--- config.mk ---
export PLATFORM = sky130hd
export DESIGN_NAME = vol_level
export DESIGN_NICKNAME = d
export VERILOG_FILES = /design/src/rtl/vol_pkg.sv /design/src/rtl/vol_quant.sv /design/src/rtl/vol_level.sv
export SDC_FILE = /design/constraint.sdc
export NUM_CORES = 1
export LEC_CHECK = 0
export BUFFER_PORTS_ARGS = -buffer_cell sky130_fd_sc_hd__buf_2
export CORE_MARGIN = 2
export CORE_UTILIZATION = 32
export CTS_BUF_LIST = sky130_fd_sc_hd__clkbuf_16
export DETAILED_ROUTE_END_ITERATION = 10
export GPL_ROUTABILITY_DRIVEN = 1
export PLACE_DENSITY = 0.58
export SKIP_LAST_GASP = 1
export SYNTH_ARGS = -nofsm -noshare
export SYNTH_HDL_FRONTEND = slang
export SYNTH_HIERARCHICAL = 1
export SYNTH_SLANG_ARGS = --single-unit
--- constraint.sdc ---
create_clock -name clk -period 2.4 [get_ports clk]
set_input_delay 0.36 -clock clk [delete_from_list [all_inputs] [get_ports clk]]
set_output_delay 0.36 -clock clk [all_outputs]
set_load 0.01 [all_outputs]
--- src/rtl/vol_pkg.sv ---
// Shared definitions for the volume display path. Both the level
// measurement stage and the bar/display stage import this package.
//
// Contents:
//   SAMPLE_W     - mic sample width in bits
//   LEVEL_W      - volume level width in bits
//   LEVEL_MAX    - largest volume level that can be shown
//   BASELINE_DEF - default mic mid-scale code
package vol_pkg;

    localparam int SAMPLE_W     = 12;
    localparam int LEVEL_W      = 4;
    localparam int LEVEL_MAX    = 15;
    localparam int BASELINE_DEF = 2048;

endpackage

--- src/rtl/vol_quant.sv ---
// Combinational quantiser. Turns a peak amplitude into a volume level:
// level = min(LEVEL_MAX, pk >> STEP_LOG2).
//
// Parameters:
//   STEP_LOG2 - log2 of the number of amplitude codes per level step
// Ports:
//   pk    in  SAMPLE_W  peak amplitude
//   level out LEVEL_W   saturated level, 0..LEVEL_MAX
module vol_quant
    import vol_pkg::*;
#(
    parameter int STEP_LOG2 = 7
) (
    input  logic [SAMPLE_W-1:0] pk,
    output logic [LEVEL_W-1:0]  level
);

    logic [SAMPLE_W-1:0] shifted;

    assign shifted = pk >> STEP_LOG2;

    // Compare all shifted bits, so large peaks clamp to the top level
    // and do not wrap around in the narrow output.
    assign level = (shifted > SAMPLE_W'(LEVEL_MAX)) ? LEVEL_W'(LEVEL_MAX)
                                                    : shifted[LEVEL_W-1:0];

endmodule

--- src/rtl/vol_level.sv ---
// Volume level measurement. Tracks the peak amplitude above the baseline
// over a window of WINDOW sample strobes. At the end of each window it
// publishes a quantised 4-bit level on num. The level is registered and
// held until the next publish.
//
// Optional feature: define VOL_LEVEL_SMOOTH_EN to make falls slower.
// With it, a falling level moves num down by one step per publish.
// Rises still take effect at once.
//
// Parameters:
//   WINDOW    - samples per window (2..65535)
//   BASELINE  - mic mid-scale code; samples at or below it give amplitude 0
//   STEP_LOG2 - log2 of amplitude codes per level step
// Ports:
//   clk       in   1   system clock, rising edge
//   rst       in   1   synchronous reset, active high
//   sample_en in   1   one-cycle strobe; mic_in is valid while it is high
//   mic_in    in  12   unsigned mic sample
//   hold      in   1   freezes num; only sampled in the publish cycle
//   num       out  4   volume level 0..15
//   num_valid out  1   one-cycle pulse when num is written
//   peak      out 12   peak amplitude of the last completed window
module vol_level
    import vol_pkg::*;
#(
    parameter int WINDOW    = 4000,
    parameter int BASELINE  = BASELINE_DEF,
    parameter int STEP_LOG2 = 7
) (
    input  logic                clk,
    input  logic                rst,
    input  logic                sample_en,
    input  logic [SAMPLE_W-1:0] mic_in,
    input  logic                hold,
    output logic [LEVEL_W-1:0]  num,
    output logic                num_valid,
    output logic [SAMPLE_W-1:0] peak
);

    localparam logic [SAMPLE_W-1:0] BASE     = SAMPLE_W'(BASELINE);
    localparam logic [15:0]         CNT_LAST = 16'(WINDOW - 1);

    logic [15:0]         cnt;
    logic [SAMPLE_W-1:0] pk_acc;
    logic [SAMPLE_W-1:0] pk_fin;
    logic                upd;     // high in the single publish cycle

    logic [SAMPLE_W-1:0] amp;
    logic [SAMPLE_W-1:0] pk_max;
    logic [LEVEL_W-1:0]  level;
    logic [LEVEL_W-1:0]  num_next;

    assign amp    = (mic_in > BASE) ? (mic_in - BASE) : '0;
    assign pk_max = (amp > pk_acc) ? amp : pk_acc;

    vol_quant #(
        .STEP_LOG2 (STEP_LOG2)
    ) u_quant (
        .pk    (pk_fin),
        .level (level)
    );

`ifdef VOL_LEVEL_SMOOTH_EN
    // A fall moves num down by one step per publish.
    assign num_next = (level < num) ? (num - LEVEL_W'(1)) : level;
`else
    assign num_next = level;
`endif

    always_ff @(posedge clk) begin
        if (rst) begin
            cnt       <= '0;
            pk_acc    <= '0;
            pk_fin    <= '0;
            upd       <= 1'b0;
            num       <= '0;
            num_valid <= 1'b0;
            peak      <= '0;
        end else begin
            num_valid <= 1'b0;

            // Publish cycle. Strobes are never back to back, so a close
            // cannot happen in this cycle. Clearing upd here, before the
            // strobe handling, cannot hide a close.
            if (upd) begin
                upd  <= 1'b0;
                peak <= pk_fin;
                if (!hold) begin
                    num       <= num_next;
                    num_valid <= 1'b1;
                end
            end

            if (sample_en) begin
                if (cnt == CNT_LAST) begin
                    // The closing sample is counted in this window's peak.
                    pk_fin <= pk_max;
                    pk_acc <= '0;
                    cnt    <= '0;
                    upd    <= 1'b1;
                end else begin
                    pk_acc <= pk_max;
                    cnt    <= cnt + 16'd1;
                end
            end
        end
    end

endmodule

======== Word level (Yosys, flattened, before mapping) ========
Cells that the tools add are included.
cells by class
  add/sub/neg operators ................... 2
  multiply operators ...................... 0
  divide/modulo/power cells ............... 0
  order comparisons ....................... 3
  equality and inequality tests ........... 1
  shift-type cells ........................ 0
  mux-type cells .......................... 7
  bitwise operators ....................... 3
  reduce and logical (&&, ||, !) cells .... 4
operators by type and width
  operator                  count
  $mux W12                  3
  $add A16 B1 Y16 const B   1
  $eq A16 B12 Y1 const B    1
  $mux W16                  1
  $gt A12 B12 Y1            1
  $gt A12 B12 Y1 const B    1
  $sub A12 B12 Y12 const B  1
  $gt A5 B4 Y1 const B      1
  $mux W4                   1
  $reduce_and A2 Y1         2
  $reduce_or A2 Y1          2
  $not A1 Y1                3
  $mux W1                   2
word-level totals
  register bits after elaboration ......... 58
  bits in latches ......................... 0
  RAM bits ................................ 0
  memory bits (read-only) ................. 0
  input port bits ......................... 16
  output and inout port bits .............. 17
  memories kept ........................... 0

======== Logic depth before layout (Yosys ltp) ========
  depth in word-level cells ............... 5
  depth in mapped cells ................... 11

======== Cells and area by module ========
Netlist, hierarchy kept.
by module, submodules not included
  module     times used  cells an instance  area an instance (sq um)  sequential area each (sq um)
  vol_level  1           289                2726.4                    1161.1
  vol_quant  1           4                  25.0                      0.0

======== Least setup slack after synthesis ========
No wires, ideal clock.
  kind .................................... input to register
  start ................................... input mic_in[11]
  end ..................................... register pk_acc[1]
  setup time .............................. 0.140 ns
  arrival ................................. 2.107 ns
  slack ................................... 0.152 ns
  cell stages on the path ................. 11
  path buffers ............................ 2
  cells stage by stage .................... clkbuf_1 -> nand2_1 -> inv_1 -> ha_1 -> and2_1 -> o21ai_1 -> a211o_1 -> a31oi_4 -> o21a_1 -> buf_6 -> o32ai_2
on the way
  longest elaborated chain between the ends .. 5
RTL lines
  what                                                line              text
  from (decl)                                         vol_level.sv:33   input logic [SAMPLE_W-1:0] mic_in,
  $sub A12 B12 Y12 or $gt A12 B12 Y1 (tied branches)  vol_level.sv:53   assign amp = (mic_in > BASE) ? (mic_in - BASE) : '0;
  $mux W12 (*)                                        vol_level.sv:53
  $gt A12 B12 Y1                                      vol_level.sv:54   assign pk_max = (amp > pk_acc) ? amp : pk_acc;
  $mux W12 (*)                                        vol_level.sv:54
  $mux W12 (*)                                        vol_level.sv:95   if (cnt == CNT_LAST) begin
  to (signal assigned)                                vol_level.sv:102  pk_acc <= pk_max;
  to (decl)                                           vol_level.sv:44   logic [SAMPLE_W-1:0] pk_acc;
Mark *: on every way between the ends. The rest lies on a longest branch, timed or not.
A chain may end at the register's enable or synchronous reset.

======== Worst setup path after layout ========
  start ................................... register pk_acc[1]
  end ..................................... register pk_fin[0]
on the way
  longest elaborated chain between the ends .. 2
RTL lines
  what                  line             text
  $gt A12 B12 Y1        vol_level.sv:54
  $mux W12              vol_level.sv:54
  to (signal assigned)  vol_level.sv:97  pk_fin <= pk_max;
  to (decl)             vol_level.sv:45  logic [SAMPLE_W-1:0] pk_fin;
Every way passes these cells.

==> results.toml <==
[die]
core_um2 = 8260
std_cell_rows = 33
die-area_um2 = 9360
initial_utilization_pct = 33.3
chipHeight_um = 96.7
die_x_um = 96.7
boundaryPins = 33

[setup_path]
worstSetupPathType = "reg -> reg"
path_cells = "inv_1 -> ha_1 -> nor2b_1 -> o21ai_1 -> a211o_1 -> a31oi_4 -> buf_4 -> mux2i_1 -> a22o_1"
cp_max_fo = 6
critPathMaxStageDelay_ns = 0.36
worst_path_max_delay_cell = "dfxtp_1"
critPathLaunchType = "flip-flop"
cp_data_arrival_time_ns = 2.37
end_kind = "flip-flop"
worstPathRequired_ns = 2.67

[power]
leakage_nw = 1.42
power.density_nw_per_um2 = 792
total_power_mw = 2.69
peakVddDrop_v = 0.000304

[clocking]
tritoncts = "built"
clk_latency_ns = 0.32
cts.repair.resized = 0
cts.clk_slew.worst_paths_ns = 0.05
numCtsBuffers = 9
cts_root_buf = "clkbuf_16"
cts.hold.buffers_added = 0
clockBufferDepth = 2
htreeDepth = 3
post_cts_buffers = 0
cts.sinks = 58

[drt]
ant_nets = 0
num_vias = 2039
wl_per_cell_um = 12.5
drt_iter0_markers = 60
remaining_drc_errors = 0
via_per_inst = 4.64
drt_pass1_iterations = 6
routed_wl_um = 5500

[synth]
async_flop_share_pct = 0
netlist_top_cells_count = "dfxtp_1, nor2_1, nand2_1"
synth_nets = 322
syn_inst = 293
synth_edf_count = 0
synth_cell_types = 41
ys_seq_area_share_pct = 42.2
synth.area.top_cells = "dfxtp_1, mux2i_1, ha_1"
avgSynthCellArea_um2 = 9.39
yosysTopAreaCell = "dfxtp_1"
yosysWarnings = 6
yosysMostFrequentCell = "dfxtp_1"
ys_seq_elements = 58
syn_area_um2 = 2750
synth_top_area_share_pct = 42.2
synth_ff_type = "dfxtp_1"

[finish]
drive_above_1_share_pct = 21.6
area_growth_pct = 23.5
n_antenna_cell = 0
stdcell_area_um2 = 3400
utilization_pct = 41.2
layout.cells.non_filler = 439
layout.nets = 358

[placed_design]
dp_hpwl_um = 3950
post-place-ws_ns = -0.0227
io_buffers = 32
placed_cells_incl_taps = 423
gp_congestion = 0.839
dpl_cell_area_um2 = 3050

[timing]
timing.final.crit_share_pct = 87.4
rsz0062_at_grt = "no"
clock-skew-final_ns = 0.00484
fmax_mhz = 477
setup_tns_ns = 0
setup_viol = 0
worst_slack_ns = 0.301
worst_pin_slew_ns = 0.778
fin_hold_ws_ns = 0.297
max-slew-margin-rel_pct = 47.9
hold_viol = 0
slew_viol_final = 0
period_needed_ns = 2.10

[min_path]
hold_class = "in -> reg"

[grt]
overflow = 0
grt_pass1_vias = 1963
grt_max_degree = 23
grt_usage_pct = 12.4
antenna_found_initial = 0
grt_pass1_wl_um = 9420

[flow_run]
cap_viol_max_count = 0

[status]
status = "finished clean"
-- critical path: cells and delay by family, from the launching register on --
kind                       cells  cell delay (ns)
DFF                            1             0.36
adders and majority gates      1             0.30
AOI/OAI and AO/OA              4             0.76
buffers and inverters          2             0.30
and+or+nand+nor                1             0.13
muxes                          1             0.21
-- power by group --
part	internal, mW	switching, mW
clock network	1.02	0.469
logic	0.0955	0.120
registers	0.975	0.00862
total	2.09	0.598
-- cells in the final DEF, fill, tap and decap left out, drive strengths merged, types with 8 or more instances in the layout --
cell / count
a21oi: 8
buf: 40
clkbuf: 9
dfxtp: 58
ha: 13
inv: 25
mux2i: 27
nand2: 31
nor2: 34
o21ai: 14
o32ai: 11
xor2: 10
-- worst paths after layout --
path	slack, ns	startpoint	depth (start not counted)	to
setup / recovery	0.30	pk_acc[1]	9	pk_fin[0]
hold reg to reg	0.45	pk_fin[5]	2	pk_fin[5]
hold / removal	0.30	mic_in[5]	3	pk_acc[5]
setup reg to reg	0.30	pk_acc[1]	9	pk_fin[0]
-- registers in the layout, summed over array words and instances (netlist names) --
signal / cells
cnt: 16
peak: 12
pk_acc: 12
pk_fin: 12
num: 4
num_valid: 1
upd: 1
-- area by class of cell --
class	instances	area, µm²
timing repair buffer	40	258
sequential	58	1160
clock inverter	7	125
multi-input combinational	197	1410
tap	105	131
inverter	23	86.3
fill	834	4860
clock buffer	9	225
-- layer usage --
| layer | GRT usage (%) | part of all wire [%] | up-vias |
|---|---|---|---|
| li1 | - | - | 1082 |
| met1 | 17.6 | 52 | 903 |
| met2 | 17.0 | 41 | 45 |
| met3 | 3.47 | 4.9 | 9 |
| met4 | 6.50 | 2.1 | 0 |
| met5 | 0 | 0 | - |
-- logic make-up after synthesis --
family                     Yosys count  share of synthesized area, %
xor gates and xnor gates            13                          4.14
buffers and inverters               38                          6.50
and+or+nand+nor                    104                          18.4
AOI/OAI and AO/OA                   39                          12.9
other                                1                         0.136
adders and majority gates           13                          5.91
DFF                                 58                          42.2
muxes                               27                          9.82
Note: power is estimated with default switching activity, not from simulation.
